**config.mk**
```make
export PLATFORM = sky130hd
export DESIGN_NAME = bmem_arbiter_flat
export DESIGN_NICKNAME = d
export VERILOG_FILES = /design/src/rtl/bmem_arbiter_if.sv /design/src/rtl/bmem_arbiter.sv /design/src/flat_wrapper.sv
export SDC_FILE = /design/constraint.sdc
export NUM_CORES = 2
export LEC_CHECK = 0
export CAP_MARGIN = 20
export CORE_AREA = 4 4 402 404
export CTS_CLUSTER_DIAMETER = 40
export DETAILED_ROUTE_END_ITERATION = 7
export DIE_AREA = 0 0 406 408
export PLACE_DENSITY = 0.53
export SYNTH_ARGS = -nofsm -noshare
export SYNTH_HDL_FRONTEND = slang
export SYNTH_SLANG_ARGS = --single-unit
```
**constraint.sdc**
```tcl
create_clock -name clk -period 37.4 [get_ports clk]
set_clock_uncertainty 0.05 [all_clocks]
set_input_delay 9.35 -clock clk [delete_from_list [all_inputs] [get_ports clk]]
set_output_delay 9.35 -clock clk [all_outputs]
set_load 0.1 [all_outputs]
```
**src/rtl/bmem_arbiter_if.sv**
```systemverilog
// Cache-side dfp ports and the shared burst-memory port of the bmem arbiter, bundled.
// The arbiter takes the slave view. The master view is the caches plus the memory.
interface bmem_arbiter_if #(
  parameter int LINE_W = 256
);
  logic [31:0]       i_dfp_addr;
  logic              i_dfp_read;
  logic [LINE_W-1:0] i_dfp_rdata;
  logic              i_dfp_resp;

  logic [31:0]       d_dfp_addr;
  logic              d_dfp_read;
  logic              d_dfp_write;
  logic [LINE_W-1:0] d_dfp_wdata;
  logic [LINE_W-1:0] d_dfp_rdata;
  logic              d_dfp_resp;

  logic [31:0]       bmem_addr;
  logic              bmem_read;
  logic              bmem_write;
  logic [63:0]       bmem_wdata;
  logic              bmem_ready;
  logic [31:0]       bmem_raddr;
  logic [63:0]       bmem_rdata;
  logic              bmem_rvalid;

  modport slave (
    input  i_dfp_addr, i_dfp_read,
    input  d_dfp_addr, d_dfp_read, d_dfp_write, d_dfp_wdata,
    input  bmem_ready, bmem_raddr, bmem_rdata, bmem_rvalid,
    output i_dfp_rdata, i_dfp_resp, d_dfp_rdata, d_dfp_resp,
    output bmem_addr, bmem_read, bmem_write, bmem_wdata
  );

  modport master (
    output i_dfp_addr, i_dfp_read,
    output d_dfp_addr, d_dfp_read, d_dfp_write, d_dfp_wdata,
    output bmem_ready, bmem_raddr, bmem_rdata, bmem_rvalid,
    input  i_dfp_rdata, i_dfp_resp, d_dfp_rdata, d_dfp_resp,
    input  bmem_addr, bmem_read, bmem_write, bmem_wdata
  );
endinterface

```
**src/rtl/bmem_arbiter.sv**
```systemverilog
// Round-robin arbiter that shares the 64-bit burst memory between icache and dcache.
// It serialises writeback lines into beats and assembles returning read beats into lines.
module bmem_arbiter #(
  parameter int BEATS  = 4,
  parameter int LINE_W = 256
) (
  input  logic          clk,
  input  logic          rst,
  bmem_arbiter_if.slave bus,
  output logic [2:0]    dbg_state
);
  // Handshakes: a read request completes on the cycle where bmem_read and
  // bmem_ready are both high. A write beat completes on the cycle where
  // bmem_write and bmem_ready are both high. A read beat is consumed on every
  // cycle where bmem_rvalid is high.
  localparam int BW = (BEATS > 1) ? $clog2(BEATS) : 1;
  localparam logic [BW-1:0] LAST = BW'(BEATS - 1);
  localparam logic [31:0] ADDR_MASK = ~(32'(LINE_W / 8) - 32'd1);

  typedef enum logic [2:0] {
    IDLE     = 3'd0,
    RD_REQ   = 3'd1,
    RD_DATA  = 3'd2,
    WR_BURST = 3'd3,
    RESP     = 3'd4
  } state_t;

  state_t            state, state_nxt;
  logic [BW-1:0]     beat;
  logic              last_grant;  // 1 = dcache
  logic              owner;       // 1 = dcache
  logic              mask_prev;
  logic [31:0]       addr_q;
  logic [31:0]       req_addr;
  logic [LINE_W-1:0] wdata_q, line_q, line_nxt, i_rdata_q, d_rdata_q;
  logic              i_req, d_req, grant, grant_d, grant_wr;
  logic              beat_done, last_beat;

  // The previous owner still holds its request in the cycle after RESP, so it is masked out for that cycle.
  always_comb begin
    i_req     = bus.i_dfp_read && !(mask_prev && !owner);
    d_req     = (bus.d_dfp_read || bus.d_dfp_write) && !(mask_prev && owner);
    grant     = (state == IDLE) && (i_req || d_req);
    grant_d   = d_req && (!i_req || !last_grant);
    grant_wr  = grant_d && bus.d_dfp_write;
    req_addr  = (grant_d ? bus.d_dfp_addr : bus.i_dfp_addr) & ADDR_MASK;
    beat_done = ((state == RD_DATA) && bus.bmem_rvalid) ||
                ((state == WR_BURST) && bus.bmem_ready);
    last_beat = beat_done && (beat == LAST);
    line_nxt  = line_q;
    line_nxt[64*beat +: 64] = bus.bmem_rdata;
  end

  always_ff @(posedge clk or posedge rst) begin
    if (rst) state <= IDLE;
    else     state <= state_nxt;
  end

  always_comb begin
    state_nxt = state;
    case (state)
      IDLE:     if (grant) state_nxt = grant_wr ? WR_BURST : RD_REQ;
      RD_REQ:   if (bus.bmem_ready) state_nxt = RD_DATA;
      RD_DATA:  if (last_beat) state_nxt = RESP;
      WR_BURST: if (last_beat) state_nxt = RESP;
      RESP:     state_nxt = IDLE;
      default:  state_nxt = IDLE;
    endcase
  end

  always_comb begin
    bus.bmem_read   = 1'b0;
    bus.bmem_write  = 1'b0;
    bus.bmem_addr   = '0;
    bus.bmem_wdata  = '0;
    bus.i_dfp_resp  = 1'b0;
    bus.d_dfp_resp  = 1'b0;
    bus.i_dfp_rdata = i_rdata_q;
    bus.d_dfp_rdata = d_rdata_q;
    dbg_state       = state;
    case (state)
      RD_REQ: begin
        bus.bmem_read = 1'b1;
        bus.bmem_addr = addr_q;
      end
      WR_BURST: begin
        bus.bmem_write = 1'b1;
        bus.bmem_addr  = addr_q;
        bus.bmem_wdata = wdata_q[64*beat +: 64];
      end
      RESP: begin
        bus.i_dfp_resp = !owner;
        bus.d_dfp_resp = owner;
      end
      default: ;
    endcase
  end

  always_ff @(posedge clk or posedge rst) begin
    if (rst) begin
      beat       <= '0;
      last_grant <= 1'b1;
      owner      <= 1'b0;
      mask_prev  <= 1'b0;
      addr_q     <= '0;
      wdata_q    <= '0;
      line_q     <= '0;
      i_rdata_q  <= '0;
      d_rdata_q  <= '0;
    end else begin
      mask_prev <= (state == RESP);
      if (grant) begin
        owner      <= grant_d;
        last_grant <= grant_d;
        addr_q     <= req_addr;
        if (grant_wr) wdata_q <= bus.d_dfp_wdata;
      end
      if (beat_done) beat <= (beat == LAST) ? '0 : beat + 1'b1;
      if ((state == RD_DATA) && bus.bmem_rvalid) begin
        line_q <= line_nxt;
        if (beat == LAST) begin
          if (owner) d_rdata_q <= line_nxt;
          else       i_rdata_q <= line_nxt;
        end
      end
    end
  end

  assert property (@(posedge clk) disable iff (rst)
    ((state == RD_DATA) && bus.bmem_rvalid) |-> (bus.bmem_raddr == addr_q))
    else $error("bmem_raddr does not match the outstanding burst address");

endmodule

```
**src/flat_wrapper.sv**
```systemverilog
// flat-port wrapper written by rule: the top's interface ports become plain ports
module bmem_arbiter_flat 
#(
  parameter int BEATS  = 4,
  parameter int LINE_W = 256
)
  (clk, rst, dbg_state, bus_i_dfp_addr, bus_i_dfp_read, bus_d_dfp_addr, bus_d_dfp_read, bus_d_dfp_write, bus_d_dfp_wdata, bus_bmem_ready, bus_bmem_raddr, bus_bmem_rdata, bus_bmem_rvalid, bus_i_dfp_rdata, bus_i_dfp_resp, bus_d_dfp_rdata, bus_d_dfp_resp, bus_bmem_addr, bus_bmem_read, bus_bmem_write, bus_bmem_wdata);
  bmem_arbiter_if #(.LINE_W(LINE_W)) bus_i ();
  input  logic clk;
  input  logic rst;
  output logic [2:0] dbg_state;
  input wire logic [$bits(bus_i.i_dfp_addr)-1:0] bus_i_dfp_addr;
  input wire logic [$bits(bus_i.i_dfp_read)-1:0] bus_i_dfp_read;
  input wire logic [$bits(bus_i.d_dfp_addr)-1:0] bus_d_dfp_addr;
  input wire logic [$bits(bus_i.d_dfp_read)-1:0] bus_d_dfp_read;
  input wire logic [$bits(bus_i.d_dfp_write)-1:0] bus_d_dfp_write;
  input wire logic [$bits(bus_i.d_dfp_wdata)-1:0] bus_d_dfp_wdata;
  input wire logic [$bits(bus_i.bmem_ready)-1:0] bus_bmem_ready;
  input wire logic [$bits(bus_i.bmem_raddr)-1:0] bus_bmem_raddr;
  input wire logic [$bits(bus_i.bmem_rdata)-1:0] bus_bmem_rdata;
  input wire logic [$bits(bus_i.bmem_rvalid)-1:0] bus_bmem_rvalid;
  output wire logic [$bits(bus_i.i_dfp_rdata)-1:0] bus_i_dfp_rdata;
  output wire logic [$bits(bus_i.i_dfp_resp)-1:0] bus_i_dfp_resp;
  output wire logic [$bits(bus_i.d_dfp_rdata)-1:0] bus_d_dfp_rdata;
  output wire logic [$bits(bus_i.d_dfp_resp)-1:0] bus_d_dfp_resp;
  output wire logic [$bits(bus_i.bmem_addr)-1:0] bus_bmem_addr;
  output wire logic [$bits(bus_i.bmem_read)-1:0] bus_bmem_read;
  output wire logic [$bits(bus_i.bmem_write)-1:0] bus_bmem_write;
  output wire logic [$bits(bus_i.bmem_wdata)-1:0] bus_bmem_wdata;
  assign bus_i.i_dfp_addr = bus_i_dfp_addr;
  assign bus_i.i_dfp_read = bus_i_dfp_read;
  assign bus_i.d_dfp_addr = bus_d_dfp_addr;
  assign bus_i.d_dfp_read = bus_d_dfp_read;
  assign bus_i.d_dfp_write = bus_d_dfp_write;
  assign bus_i.d_dfp_wdata = bus_d_dfp_wdata;
  assign bus_i.bmem_ready = bus_bmem_ready;
  assign bus_i.bmem_raddr = bus_bmem_raddr;
  assign bus_i.bmem_rdata = bus_bmem_rdata;
  assign bus_i.bmem_rvalid = bus_bmem_rvalid;
  assign bus_i_dfp_rdata = bus_i.i_dfp_rdata;
  assign bus_i_dfp_resp = bus_i.i_dfp_resp;
  assign bus_d_dfp_rdata = bus_i.d_dfp_rdata;
  assign bus_d_dfp_resp = bus_i.d_dfp_resp;
  assign bus_bmem_addr = bus_i.bmem_addr;
  assign bus_bmem_read = bus_i.bmem_read;
  assign bus_bmem_write = bus_i.bmem_write;
  assign bus_bmem_wdata = bus_i.bmem_wdata;
  bmem_arbiter #(.BEATS(BEATS), .LINE_W(LINE_W)) u_core (.clk(clk), .rst(rst), .bus(bus_i), .dbg_state(dbg_state));
endmodule
```
Yosys cells after proc, flatten, opt, wreduce, memory -nomap -nowiden
Cells that the tools add are included.
{"block": "word_totals", "register_bits": 1059, "input_bits": 423, "output_inout_bits": 615, "elab_cells": 64}
{"block": "op_classes", "add_sub_neg": 2, "eq_ne": 8, "n_shift": 3, "muxes": 14, "bitwise": 1, "n_reduce_logical": 26}
{"cell": "256-bit bitwise mux", "n": 1}
{"cell": "64-bit by 34-bit variable shift with 256-bit output, first input constant", "n": 1}
{"cell": "256-bit by 9-bit indexed part select with 64-bit output", "n": 1}
{"cell": "64-bit by 34-bit indexed part select with 256-bit output", "n": 1}
{"cell": "32-bit two-way mux", "n": 2}
{"cell": "64-bit two-way mux", "n": 1}
{"cell": "8-bit negation with 34-bit output", "n": 1}
{"cell": "1-bit logical AND", "n": 10}
{"cell": "3-bit two-way mux", "n": 3}
{"cell": "3-bit case mux with 3 select lines", "n": 1}
{"cell": "3-bit AND reduction", "n": 3}
{"cell": "3-bit by 2-bit equality test with 1-bit output, second input constant", "n": 2}
{"cell": "1-bit logical NOT", "n": 5}
{"cell": "1-bit logical OR", "n": 4}
{"cell": "1-bit two-way mux", "n": 4}
{"cell": "2-bit two-way mux", "n": 2}
{"cell": "2-bit by 1-bit inequality test with 1-bit output, second input constant", "n": 2}
{"cell": "2-bit OR reduction", "n": 2}
{"cell": "3-bit by 1-bit equality test with 1-bit output, second input constant", "n": 1}
{"cell": "3-bit equality test, second input constant", "n": 1}
{"cell": "3-bit logical NOT", "n": 1}
{"cell": "2-bit by 1-bit adder with 2-bit output, second input constant", "n": 1}
{"cell": "2-bit equality test, second input constant", "n": 1}
{"cell": "2-bit inequality test, second input constant", "n": 1}
{"cell": "other kinds (2)", "n": 2}

Depth between registers and ports, before layout
{"block": "depth", "depth_word": 11, "ltp_mapped": 10, "mapped_depth_nobuf": 6}

Worst setup path before layout
No wires, ideal clock.
{"block": "synth_timing", "kind": "reg-to-output", "start": "register u_core.state[0] (netlist: u_core.dbg_state[0])", "end": "output port bus_bmem_wdata[62]", "t_arrival_ns": 2.776, "required_ns": 28.000, "slack_ns": 25.224, "path_stages_with_launch": 6, "path_buffers": 3, "cell_sequence": "dfrtp_1 > buf_2 > nor2b_1 > clkbuf_1 > clkbuf_1 > and3_1"}
{"block": "synth_between", "elab_chain_cells": 2}
{"element": "start: declaration", "line": "bmem_arbiter.sv:28", "rtl": "state_t state, state_nxt;"}
{"element": "start signal: assignment", "line": "bmem_arbiter.sv:56", "rtl": "else state <= state_nxt;"}
{"element": "3-bit by 2-bit equality test with 1-bit output", "line": "bmem_arbiter.sv:81", "rtl": "case (state)"}
{"element": "64-bit two-way mux", "line": "bmem_arbiter.sv:81"}
{"element": "end: declaration", "line": "flat_wrapper.sv:29", "rtl": "output wire logic [$bits(bus_i.bmem_wdata)-1:0] bus_bmem_wdata;"}
Every way passes these cells.

Final worst setup path
{"block": "layout_timing", "start": "register u_core.state[0] (netlist: u_core.dbg_state[0])", "end": "output port bus_bmem_addr[29]"}
{"block": "layout_between", "elab_chain_cells": 3, "word_cells_on_any_way": 4, "cone_classes": "eq/ne (2); mux (1); reduce/logical (1)"}
{"element": "3-bit by 1-bit equality test with 1-bit output or 3-bit by 2-bit equality test with 1-bit output (tied branches)", "line": "bmem_arbiter.sv:81"}
{"element": "2-bit OR reduction (no source line) (*)"}
{"element": "32-bit two-way mux (*)", "line": "bmem_arbiter.sv:81"}
{"element": "end: declaration", "line": "flat_wrapper.sv:26", "rtl": "output wire logic [$bits(bus_i.bmem_addr)-1:0] bus_bmem_addr;"}
Every way passes the cells marked *; elsewhere a longest branch is shown, timed or not.

==> flow_summary.json <==
{
  "cts_resized": 0,
  "vdd_drop_max_uv": 61.32,
  "cp-start-kind": "register",
  "yosysSeqAreaShare": 0.6001,
  "dr_wl_met3_mm": 14.26,
  "arrival_ns": 4.63,
  "worstMarginPinSlew_ns": 1.195,
  "max_freq_ghz": 0.07126,
  "grt_max_degree": 179,
  "clock_path_buffers": 3,
  "ys_seq_elements": 1059,
  "final_cell_mix": "1055 x dfrtp_1, 983 x clkdlybuf4s50_1, 518 x nand2_1, 503 x o21ai_0",
  "setup_viol": 0,
  "die_x_um": 406,
  "grt_usage": 0.1979,
  "p_total_mw": 6.735,
  "drv_slew": 0,
  "syn_inst": 3745,
  "cts_root_buf": "clkbuf_16",
  "first_pass_iters": 5,
  "status": "completed",
  "slowest_delay_ns": 1.21,
  "slew_headroom": 0.2009,
  "synth_ff_type": "dfrtp_1",
  "clkTransAtPathRegs_ns": 0.06,
  "layout.cells.non_filler": 6861,
  "wire_per_inst_um": 24.41,
  "drv_cap": 0,
  "finish.instance_area_sq_um": 62220,
  "drt-total-wl_mm": 167.5,
  "yosysUniqueCellTypes": 44,
  "path_buf_inv": 2,
  "post_cts.repair.setup_buffers": 0,
  "tritoncts": "built",
  "dpl.cell_count": 6504,
  "powerDensity_nw_per_um2": 108.2,
  "min_period_ns": 14.03,
  "cp_top_family": "buffers and inverters",
  "synthArstFlopShare": 1.000,
  "wl_met1_mm": 71.53,
  "avgSynthCellArea_sq_um": 11.79,
  "fin_crit_sh": 0.3752,
  "core_area_sq_um": 157800,
  "syn_area_sq_um": 44160,
  "hp-class": "reg2reg",
  "gr-total-overflow": 0,
  "cts_max_level": 4,
  "drtIter0Drc": 2129,
  "mostFrequentLayoutCell": "dfrtp_1",
  "cts_buffers": 181,
  "crit_type": "reg2out",
  "crit_fanout": 60,
  "die-area_sq_um": 165600,
  "gp_congestion": 0.7964,
  "ctsHoldBuffers": 0,
  "grt_pass1_wl_mm": 242.1,
  "layout-drive-gt1-share": 0.1237,
  "via_per_inst": 4.762,
  "drcViolationCount": 0,
  "yosysTopAreaCell": "dfrtp_1",
  "numPortBuffers": 990,
  "grt_pass1_vias": 33250,
  "rsz0062_at_grt": "false",
  "cp_cell_sequence": "nor2b_4 > buf_4 > and2_1 > clkdlybuf4s50_1",
  "critical_path.endpoint_type": "output port",
  "start_util": 0.2798,
  "clk_latency_ns": 0.78,
  "synth-edff-count": 0,
  "slowest_stage": "clkdlybuf4s50_1",
  "tns_ns": 0,
  "yosysTopAreaCellShare": 0.5996,
  "synth_area_leaders": "dfrtp_1 60%, o21ai_0 5.7%, mux2_1 5.1%",
  "finalHoldViolCount": 0,
  "rows": 146,
  "met2_wirelength_mm": 76.18,
  "nets": 5049,
  "postRouteAntennaNets": 0,
  "hpwl_mm": 117.5,
  "dr.max_layer_used": "met5",
  "cp_data_required_time_ns": 28.00,
  "antenna_found_initial": 32,
  "leakagePower_nw": 26.87,
  "cts.sinks": 1059,
  "utilization": 0.3942,
  "syn_to_final_growth_pct": 40.91,
  "ioPinCount": 1038,
  "place_area_sq_um": 55430,
  "yosys_warnings": 0,
  "die_h_um": 408,
  "routed-via-count": 32670
}
[cell families after synthesis]
kind of cell | after synthesis | synth area share
flops | 1059 | 0.6001
compound gates | 1040 | 0.1405
buf+inv | 366 | 0.04310
fa+ha+maj | 6 | 0.001700
simple gates | 896 | 0.09789
mux | 377 | 0.1166
other cells | 1 | 0.00008492
[state kept, by name, indices dropped and copies added, names as in the netlist]
name,count
u_core.addr_q,27
u_core.mask_prev,1
u_core.beat,2
u_core.line_q,256
u_core.owner,1
u_core.wdata_q,256
u_core.bus.i_dfp_rdata,256
u_core.bus.d_dfp_rdata,256
u_core.dbg_state,3
u_core.last_grant,1
[worst paths after layout]
check	startpoint	endpoint	slack, ns	cells past startpoint
setup / recovery	u_core.dbg_state[0]$_DFFE_PP0P_	bus_bmem_addr[29]	23.37	4
min in group asynchronous	rst	u_core.bus.d_dfp_rdata[117]$_DFFE_PP0P_	9.05	3
max in group asynchronous	rst	u_core.wdata_q[228]$_DFFE_PP0P_	23.47	9
hold / removal	u_core.bus.i_dfp_rdata[35]$_DFFE_PP0P_	u_core.bus.i_dfp_rdata[35]$_DFFE_PP0P_	0.42	2
setup reg to reg	u_core.dbg_state[1]$_DFFE_PP0P_	u_core.wdata_q[52]$_DFFE_PP0P_	32.40	7
hold reg to reg	u_core.bus.i_dfp_rdata[35]$_DFFE_PP0P_	u_core.bus.i_dfp_rdata[35]$_DFFE_PP0P_	0.42	2
[layer usage]
metal	up-vias	GRT usage
met1	16430	0.2551
met5	-	0
met2	1120	0.3099
li1	14860	-
met3	236	0.06999
met4	24	0.06527
[synth_stat cells, drive strengths merged, types with 2 or more instances]
cell type  count
a21oi        258
a22o         256
and2          35
and3          65
buf          175
clkbuf       185
dfrtp       1058
ha             6
inv            6
mux2         312
mux4          64
nand2        522
nor2           2
nor2b        260
nor3           5
nor3b          2
o21ai        518
[where the power goes]
part           internal, mW  switching (mW)
sequential             1.57           0.275
clock                  1.14           0.640
combinational         0.866            2.24
[cell type report]
type,instances,area (sq um)
multi-input cells,2324,15940
well taps,2072,2592
repair buffers,1048,10480
inverters,6,26.28
clock buffers,225,4947
clock inverters,116,1695
diodes,11,27.53
fillers,15350,95610
flip-flops and latches,1059,26510
[worst min-delay path: stages, from the launching register on]
cell and delay, ns:
dfrtp_1 0.33, nand2_1 0.05, o21ai_0 0.06
[per-stage QoR]
stage          hold slack, ns  setup slack [ns]
2_1_floorplan          0.4082             13.40
3_3_place_gp           0.4124             21.91
3_5_place_dp           0.4187             21.94
4_1_cts                0.4307             22.78
5_1_grt                0.4386             22.56
6_report               0.4247             23.37
Power figures use the tool's default switching activity.
